**src/rtl/uart_rx_fifo_if.sv**
```systemverilog
// Byte-stream and status bundle between uart_rx_fifo (slave) and its consumer (master).
// The consumer pushes received bytes, pops them, and watches the fill/flag outputs.
interface uart_rx_fifo_if #(
  parameter int DEPTH_LOG2 = 4
);
  logic [7:0]          din_8b_i;
  logic                din_valid_i;
  logic                rd_en_i;
  logic                clr_i;
  logic [7:0]          dout_8b_o;
  logic                empty_o;
  logic                full_o;
  logic [DEPTH_LOG2:0] count_o;
  logic                overflow_o;
  logic                timeout_o;
  logic                interrupt_o;

  modport master (
    output din_8b_i, din_valid_i, rd_en_i, clr_i,
    input  dout_8b_o, empty_o, full_o, count_o, overflow_o, timeout_o, interrupt_o
  );

  modport slave (
    input  din_8b_i, din_valid_i, rd_en_i, clr_i,
    output dout_8b_o, empty_o, full_o, count_o, overflow_o, timeout_o, interrupt_o
  );
endinterface

```
**src/rtl/uart_rx_fifo.sv**
```systemverilog
// UART receive FIFO: first-word-fall-through byte buffer with sticky overflow and level interrupt.
// Define UART_RX_FIFO_TIMEOUT_EN to add the idle-timeout counter and timeout_o flag.
module uart_rx_fifo #(
  parameter int          DEPTH_LOG2  = 4,
  parameter int          THRESH      = 8,
  parameter logic [31:0] TIMEOUT_CYC = 32'd434000
) (
  input logic           clk_50m_i,
  input logic           rst_n_i,
  uart_rx_fifo_if.slave bus
);

  localparam int                  DEPTH      = 1 << DEPTH_LOG2;
  localparam logic [DEPTH_LOG2:0] FULL_CNT   = DEPTH[DEPTH_LOG2:0];
  localparam logic [DEPTH_LOG2:0] THRESH_CNT = THRESH[DEPTH_LOG2:0];
  localparam logic [DEPTH_LOG2:0] CNT_ONE    = {{DEPTH_LOG2{1'b0}}, 1'b1};
  localparam logic [DEPTH_LOG2-1:0] PTR_ONE  = {{(DEPTH_LOG2-1){1'b0}}, 1'b1};

  if (THRESH < 1 || THRESH > DEPTH) begin : g_bad_thresh
    $error("uart_rx_fifo: THRESH out of range 1..2^DEPTH_LOG2");
  end
  if (TIMEOUT_CYC == 32'd0) begin : g_bad_timeout
    $error("uart_rx_fifo: TIMEOUT_CYC must be at least 1");
  end

  logic [7:0]            mem [DEPTH];
  logic [DEPTH_LOG2-1:0] wptr;
  logic [DEPTH_LOG2-1:0] rptr;
  logic [DEPTH_LOG2:0]   count;
  logic                  overflow;
  logic                  timeout;
  logic                  irq;
  logic                  empty;
  logic                  full;
  logic                  push_ok;
  logic                  pop_ok;
  logic                  drop;

  assign empty   = (count == '0);
  assign full    = (count == FULL_CNT);
  assign pop_ok  = bus.rd_en_i && !empty;
  // At full, a same-cycle pop frees the slot the incoming byte takes.
  assign push_ok = bus.din_valid_i && (!full || bus.rd_en_i);
  assign drop    = bus.din_valid_i && full && !bus.rd_en_i;

  always_ff @(posedge clk_50m_i) begin
    if (push_ok && !bus.clr_i) begin
      mem[wptr] <= bus.din_8b_i;
    end
  end

  always_ff @(posedge clk_50m_i or negedge rst_n_i) begin
    if (!rst_n_i) begin
      wptr     <= '0;
      rptr     <= '0;
      count    <= '0;
      overflow <= 1'b0;
    end else if (bus.clr_i) begin
      wptr     <= '0;
      rptr     <= '0;
      count    <= '0;
      overflow <= 1'b0;
    end else begin
      if (push_ok) wptr <= wptr + PTR_ONE;
      if (pop_ok)  rptr <= rptr + PTR_ONE;
      case ({push_ok, pop_ok})
        2'b10:   count <= count + CNT_ONE;
        2'b01:   count <= count - CNT_ONE;
        default: count <= count;
      endcase
      if (drop) overflow <= 1'b1;
    end
  end

`ifdef UART_RX_FIFO_TIMEOUT_EN
  logic [31:0] idle_cnt;

  // Saturates at TIMEOUT_CYC so the flag is raised exactly once per idle stretch.
  always_ff @(posedge clk_50m_i or negedge rst_n_i) begin
    if (!rst_n_i) begin
      idle_cnt <= 32'd0;
      timeout  <= 1'b0;
    end else if (bus.clr_i) begin
      idle_cnt <= 32'd0;
      timeout  <= 1'b0;
    end else begin
      if (push_ok || pop_ok || empty) begin
        idle_cnt <= 32'd0;
      end else if (idle_cnt != TIMEOUT_CYC) begin
        idle_cnt <= idle_cnt + 32'd1;
        if (idle_cnt + 32'd1 == TIMEOUT_CYC) timeout <= 1'b1;
      end
      if (pop_ok) timeout <= 1'b0;
    end
  end
`else
  assign timeout = 1'b0;
`endif

  always_ff @(posedge clk_50m_i or negedge rst_n_i) begin
    if (!rst_n_i) begin
      irq <= 1'b0;
    end else begin
      irq <= (count >= THRESH_CNT) || timeout;
    end
  end

  assign bus.dout_8b_o   = mem[rptr];
  assign bus.empty_o     = empty;
  assign bus.full_o      = full;
  assign bus.count_o     = count;
  assign bus.overflow_o  = overflow;
  assign bus.timeout_o   = timeout;
  assign bus.interrupt_o = irq;

endmodule

```
**src/flat_wrapper.sv**
```systemverilog
// flat-port wrapper written by rule: the top's interface ports become plain ports
module uart_rx_fifo_flat 
#(
  parameter int          DEPTH_LOG2  = 4,
  parameter int          THRESH      = 8,
  parameter logic [31:0] TIMEOUT_CYC = 32'd434000
)
  (clk_50m_i, rst_n_i, bus_din_8b_i, bus_din_valid_i, bus_rd_en_i, bus_clr_i, bus_dout_8b_o, bus_empty_o, bus_full_o, bus_count_o, bus_overflow_o, bus_timeout_o, bus_interrupt_o);
  uart_rx_fifo_if #(.DEPTH_LOG2(DEPTH_LOG2)) bus_i ();
  input logic clk_50m_i;
  input logic rst_n_i;
  input wire logic [$bits(bus_i.din_8b_i)-1:0] bus_din_8b_i;
  input wire logic [$bits(bus_i.din_valid_i)-1:0] bus_din_valid_i;
  input wire logic [$bits(bus_i.rd_en_i)-1:0] bus_rd_en_i;
  input wire logic [$bits(bus_i.clr_i)-1:0] bus_clr_i;
  output wire logic [$bits(bus_i.dout_8b_o)-1:0] bus_dout_8b_o;
  output wire logic [$bits(bus_i.empty_o)-1:0] bus_empty_o;
  output wire logic [$bits(bus_i.full_o)-1:0] bus_full_o;
  output wire logic [$bits(bus_i.count_o)-1:0] bus_count_o;
  output wire logic [$bits(bus_i.overflow_o)-1:0] bus_overflow_o;
  output wire logic [$bits(bus_i.timeout_o)-1:0] bus_timeout_o;
  output wire logic [$bits(bus_i.interrupt_o)-1:0] bus_interrupt_o;
  assign bus_i.din_8b_i = bus_din_8b_i;
  assign bus_i.din_valid_i = bus_din_valid_i;
  assign bus_i.rd_en_i = bus_rd_en_i;
  assign bus_i.clr_i = bus_clr_i;
  assign bus_dout_8b_o = bus_i.dout_8b_o;
  assign bus_empty_o = bus_i.empty_o;
  assign bus_full_o = bus_i.full_o;
  assign bus_count_o = bus_i.count_o;
  assign bus_overflow_o = bus_i.overflow_o;
  assign bus_timeout_o = bus_i.timeout_o;
  assign bus_interrupt_o = bus_i.interrupt_o;
  uart_rx_fifo #(.DEPTH_LOG2(DEPTH_LOG2), .THRESH(THRESH), .TIMEOUT_CYC(TIMEOUT_CYC)) u_core (.clk_50m_i(clk_50m_i), .rst_n_i(rst_n_i), .bus(bus_i));
endmodule
```
**config.mk**
```make
export PLATFORM = sky130hd
export DESIGN_NAME = uart_rx_fifo_flat
export DESIGN_NICKNAME = d
export VERILOG_FILES = /design/src/rtl/uart_rx_fifo_if.sv /design/src/rtl/uart_rx_fifo.sv /design/src/flat_wrapper.sv
export SDC_FILE = /design/constraint.sdc
export NUM_CORES = 1
export LEC_CHECK = 0
export BUFFER_PORTS_ARGS = -buffer_cell sky130_fd_sc_hd__clkbuf_2
export CAP_MARGIN = 40
export CORE_MARGIN = 2
export CORE_UTILIZATION = 63
export CTS_BUF_LIST = sky130_fd_sc_hd__clkbuf_4 sky130_fd_sc_hd__clkbuf_8
export DETAILED_ROUTE_END_ITERATION = 7
export GPL_TIMING_DRIVEN = 0
export PLACE_DENSITY = 0.85
export SLEW_MARGIN = 20
export SYNTH_ARGS = -nofsm -noshare
export SYNTH_HDL_FRONTEND = slang
export SYNTH_SLANG_ARGS = --single-unit
```
**constraint.sdc**
```tcl
create_clock -name clk_50m_i -period 2.8 [get_ports clk_50m_i]
set_input_delay 0.14 -clock clk_50m_i [delete_from_list [all_inputs] [get_ports clk_50m_i]]
set_output_delay 0.14 -clock clk_50m_i [all_outputs]
set_load 0.05 [all_outputs]
```
### Word-level counts from Yosys, hierarchy flattened

Memories as Yosys holds them, arrays and structs flattened.
Cells that the tools add are included.

* bits in writable memories: 128
* flip-flop bits (word level): 15
* output and inout port bits: 18
* memories kept: 1
* bits of input ports: 13

Memories
* u_core.mem: words 16, bits a word 8, rd ports 1, clocked after Yosys merged registers in 0, wr ports 1, RTL line uart_rx_fifo.sv:26 `logic [7:0] mem [DEPTH];`

* reduce and logical (&&, ||, !) cells: 15
* equal/unequal tests: 3
* magnitude comparators: 1
* $add $sub $neg: 4
* mux-type cells: 10

Operator list (number)
* $mux W4: 4
* $pmux W5 S2: 1
* $add A4 B1 Y4 const B: 2
* $reduce_bool A2 Y1: 3
* $add A5 B1 Y5 const B: 1
* $eq A5 B5 Y1 const B: 1
* $ge A5 B4 Y1 const B: 1
* $logic_and A1 B1 Y1: 5
* $logic_not A5 Y1: 1
* $mux W5: 1
* $sub A5 B1 Y5 const B: 1
* $logic_not A1 Y1: 4
* $mux W1: 4
* $reduce_bool A3 Y1: 1
* $eq A2 B1 Y1 const B: 1
* $eq A2 B2 Y1 const B: 1
* $logic_or A1 B1 Y1: 1

### Longest topological paths before layout

* depth after elaboration: 7
* depth in mapped cells: 9
* gate-level depth less buffers: 8

### Worst setup path before layout

No wires, ideal clock.

* path type: register to register
* from: register u_core.count[2], in the netlist u_core.bus.count_o[2]
* to: register u_core.count[4], in the netlist u_core.bus.count_o[4]
* stages on the path, launching flop included: 10
* required time: 2729 ps
* buffers on the path: 1
* arrival: 2554 ps
* library setup time: 71 ps
* path slack: 176 ps
* clock period less this slack: 2624 ps
* cell sequence: dfrtp_1 > or4_1 > buf_2 > o21ai_4 > xnor2_1 > ha_1 > nor2_1 > a21oi_1 > or4_1 > nand4_1

* longest elaborated chain between the ends: 7
* elaborated cells between the ends (all ways): 14
* those cells by class: 2 x add/sub; 3 x eq/ne; 2 x mux; 7 x reduce/logical

Ends and longest elaborated chain
* from (decl): RTL line uart_rx_fifo.sv:29 `logic [DEPTH_LOG2:0] count;`
* from (signal assigned): RTL line uart_rx_fifo.sv:67 `2'b10: count <= count + CNT_ONE;`
* from (signal assigned): RTL line uart_rx_fifo.sv:68 `2'b01: count <= count - CNT_ONE;`
* from (signal assigned): RTL line uart_rx_fifo.sv:69 `default: count <= count;`
* $eq A5 B5 Y1: RTL line uart_rx_fifo.sv:40 `assign full = (count == FULL_CNT);`
* $logic_not A1 Y1: RTL line uart_rx_fifo.sv:43 `assign push_ok = bus.din_valid_i && (!full || bus.rd_en_i);`
* $logic_or A1 B1 Y1: RTL line uart_rx_fifo.sv:43
* $logic_and A1 B1 Y1: RTL line uart_rx_fifo.sv:43
* $eq A2 B1 Y1 / $eq A2 B2 Y1 (equally long branches): RTL line uart_rx_fifo.sv:66 `case ({push_ok, pop_ok})`
* $pmux W5 S2: RTL line uart_rx_fifo.sv:66
* $mux W5: RTL line uart_rx_fifo.sv:58 `end else if (bus.clr_i) begin`

Several ways; a longest one is shown, not always the timed one.
A chain may end at the register's enable or synchronous reset.

### Worst setup path after layout

* from: register u_core.rptr[1]
* to: output port bus_dout_8b_o[7]

* longest elaborated chain between the ends: 1

Ends and longest elaborated chain
* from (decl): RTL line uart_rx_fifo.sv:28 `logic [DEPTH_LOG2-1:0] rptr;`
* from (signal assigned): RTL line uart_rx_fifo.sv:65 `if (pop_ok) rptr <= rptr + PTR_ONE;`
* $mem_v2 Z16 W8
* to (decl): RTL line flat_wrapper.sv:16 `output wire logic [$bits(bus_i.dout_8b_o)-1:0] bus_dout_8b_o;`

Every way passes these cells.

==> flow_metrics.tcl <==
set metrics [dict create \
    viasPerCell 6.29 \
    top_usage_layer "met2" \
    synth_xor_area_share_pct 1.05 \
    ys_warn_count 0 \
    fin_hold_ws_ns 0.0624 \
    grt_max_degree 17 \
    ios 31 \
    num_vias 3076 \
    max-clock-path-buffers 2 \
    synth-simple-area-share_pct 5.23 \
    synth_nets 328 \
    cap_violations 0 \
    post-route-min-period_ns 2.72 \
    fin_skew_ns 0.00961 \
    core_mm2 0.00915 \
    clkTransAtPathRegs_ns 0.08 \
    drc 0 \
    rsz0062_at_grt "no" \
    gp_congestion 0.802 \
    numPlacedInstances 448 \
    layout_commonest_cell "edfxtp_1" \
    stdcell_count 489 \
    cts.sinks 143 \
    antenna_left 0 \
    hp-class "primary input to flip-flop" \
    end_kind "primary output" \
    cp_max_fo 10 \
    port_buffers 28 \
    synth_compound_area_share_pct 2.37 \
    fin_nets 386 \
    multi_input_area_mm2 0.00157 \
    hold_violations 0 \
    cts_root_buf "clkbuf_8" \
    max_freq_mhz 368 \
    layout_common_cells "edfxtp_1 (128), mux4_2 (40), nor2_1 (28), clkbuf_2 (28), clkbuf_8 (17)" \
    antenna_found_initial 0 \
    die_width_um 100 \
    synth_top_family_by_area "multiplexers" \
    dieArea_mm2 0.0101 \
    grtUsageMet1_pct 32.2 \
    crit_path_start_kind "flip-flop" \
    initial_core_util_pct 64.0 \
    worstMarginPinSlew_ns 0.868 \
    cp.required_ns 2.66 \
    worstPathArrival_ns 2.58 \
    finalSetupViolations 0 \
    synthCells 308 \
    synth_seq_area_share_pct 72.0 \
    synth_seq_cells 143 \
    avgSynthCellArea_um2 19.0 \
    fin_crit_sh_pct 97.0 \
    cts.htree.levels 4 \
    slew_headroom_pct 41.9 \
    diodes 0 \
    status "completed" \
    ys_types 36 \
    overflow 0 \
    fill_cells 524 \
    num_rows 35 \
    first_global_vias 2905 \
    fin_setup_tns_ns 0 \
    yosys.area_share.adder_pct 1.49 \
    leakage_nw 2.25 \
    register_area_mm2 0.00422 \
    grtUsageMet3_pct 7.70 \
    syn2layout_area_growth_pct 12.8 \
    hpwl_um 7390 \
    drive_gt1_share_pct 33.3 \
    wl_per_cell_um 22.8 \
    post_cts_buffers 0 \
    crit_type "flip-flop to primary output" \
    design_area_mm2 0.00661 \
    grt.met2_usage_pct 36.1 \
    muxShareOfSynthArea_pct 16.3 \
    grtUsageTotal_pct 23.5 \
    clk-insertion-delay-late_ns 0.43 \
    numCtsBuffers 17 \
    drv_slew 0 \
    synthesis.area_mm2 0.00586 \
    drt_iter0_drc 261 \
    wirelength_um 11200 \
    placed_cell_area_mm2 0.00617 \
    powerDensity_mw_per_mm2 836 \
    cts_tree "done" \
    dr.pass1.iters 5 \
    grt_pass1_wl_um 16600 \
    die_height_um 100 \
    vdd_ir_drop_max_mv 0.439 \
]
## synthesized netlist by cell type, drive strengths merged
cell	instances	area, um2
or2	2	12.5
edfxtp	128	3840
nand4	1	6.26
o211ai	4	30.0
nor3	8	40.0
nand3	3	15.0
nand2b	4	25.0
a311oi	1	8.76
mux4	40	901
dfrtp	15	375
buf	8	42.5
conb	1	3.75
nor4b	1	8.76
xnor2	2	17.5
xor2	5	43.8
a22oi	1	12.5
mux2i	3	30.0
a21boi	1	7.51
inv	4	15.0
ha	7	87.6
nor2	28	105
nor4	1	6.26
nor2b	5	31.3
a21oi	5	25.0
nand2	6	22.5
clkbuf	9	33.8
and3	2	12.5
o21ai	5	36.3
a31oi	3	18.8
or4	2	15.0
mux2	2	22.5
or3	1	6.26
## worst max-delay path, cell delays in order (launching register included)
cell and delay (ns):
dfrtp_1 0.35, clkbuf_1 0.32, clkbuf_4 0.33, mux4_2 0.37, mux4_2 0.51, clkbuf_2 0.25
## flip-flops by register name (all words and copies together), names as in the netlist
register / cells
u_core.bus.count_o: 5
u_core.rptr: 4
u_core.wptr: 4
u_core.bus.overflow_o: 1
u_core.bus.interrupt_o: 1
u_core.mem: 128
## metrics by stage
step                total power [mW]  setup WS [ns]  utilization [%]
floorplan                       3.75          0.176                -
global placement                4.07         0.0194             67.1
detailed placement              4.12          0.139             67.4
CTS                             5.53         0.0238             71.3
global route                    5.73       0.000572             72.2
finish                          5.53         0.0849             72.2
## worst paths after layout
| path | startpoint | cells after the start | endpoint | slack (ns) |
|---|---|---|---|---|
| max | u_core.rptr[1] | 5 | bus_dout_8b_o[7] | 0.08 |
| min | bus_din_valid_i | 3 | u_core.bus.overflow_o | 0.06 |
| max reg2reg | u_core.bus.count_o[3] | 9 | u_core.bus.count_o[4] | 0.16 |
| min reg2reg | u_core.bus.overflow_o | 2 | u_core.bus.overflow_o | 0.52 |
| max in group asynchronous | rst_n_i | 2 | u_core.rptr[0] | 2.35 |
| min in group asynchronous | rst_n_i | 2 | u_core.rptr[3] | 0.16 |
## per-layer routing
| metal | wire [um] | vias up | part of all wire, % |
|---|---|---|---|
| met2 | 5570 | 104 | 50 |
| li1 | - | 1348 | - |
| met1 | 4570 | 1611 | 41 |
| met4 | 157 | 0 | 1.4 |
| met5 | 0 | - | 0 |
| met3 | 863 | 13 | 7.7 |
## power breakdown
group / switching [mW] / internal, mW
Clock: 0.749 / 0.677
Sequential: 0.0901 / 2.40
Combinational: 0.980 / 0.636
## logic make-up (layout without fill, tap and decap cells)
family                   Yosys count  in the layout
flip-flops                       143            143
XOR/XNOR                           7              7
buffers and inverters             21             91
other                              1              1
AND/OR/NAND/NOR                   64             64
multiplexers                      45             45
AO/OA/AOI/OAI                     20             20
adder cells (fa/ha/maj)            7              7
## timing repair
action	4_1_cts	5_1_grt
hold buffers	1	0
endpoints found under the hold margin	15	0
pin swaps	0	0
gates resized for setup	8	5
endpoints found under the setup margin	8	7
## final cells by class
type	count	area share, %
repair buffers	40	3.58
plain buffers	16	1.44
clock buffers	17	3.54
clock inverters	14	1.53
inverters	4	0.227
flip-flops and latches	143	63.8
multi-input cells	144	23.8
well taps	111	2.10
(Power assumes the default switching activity.)
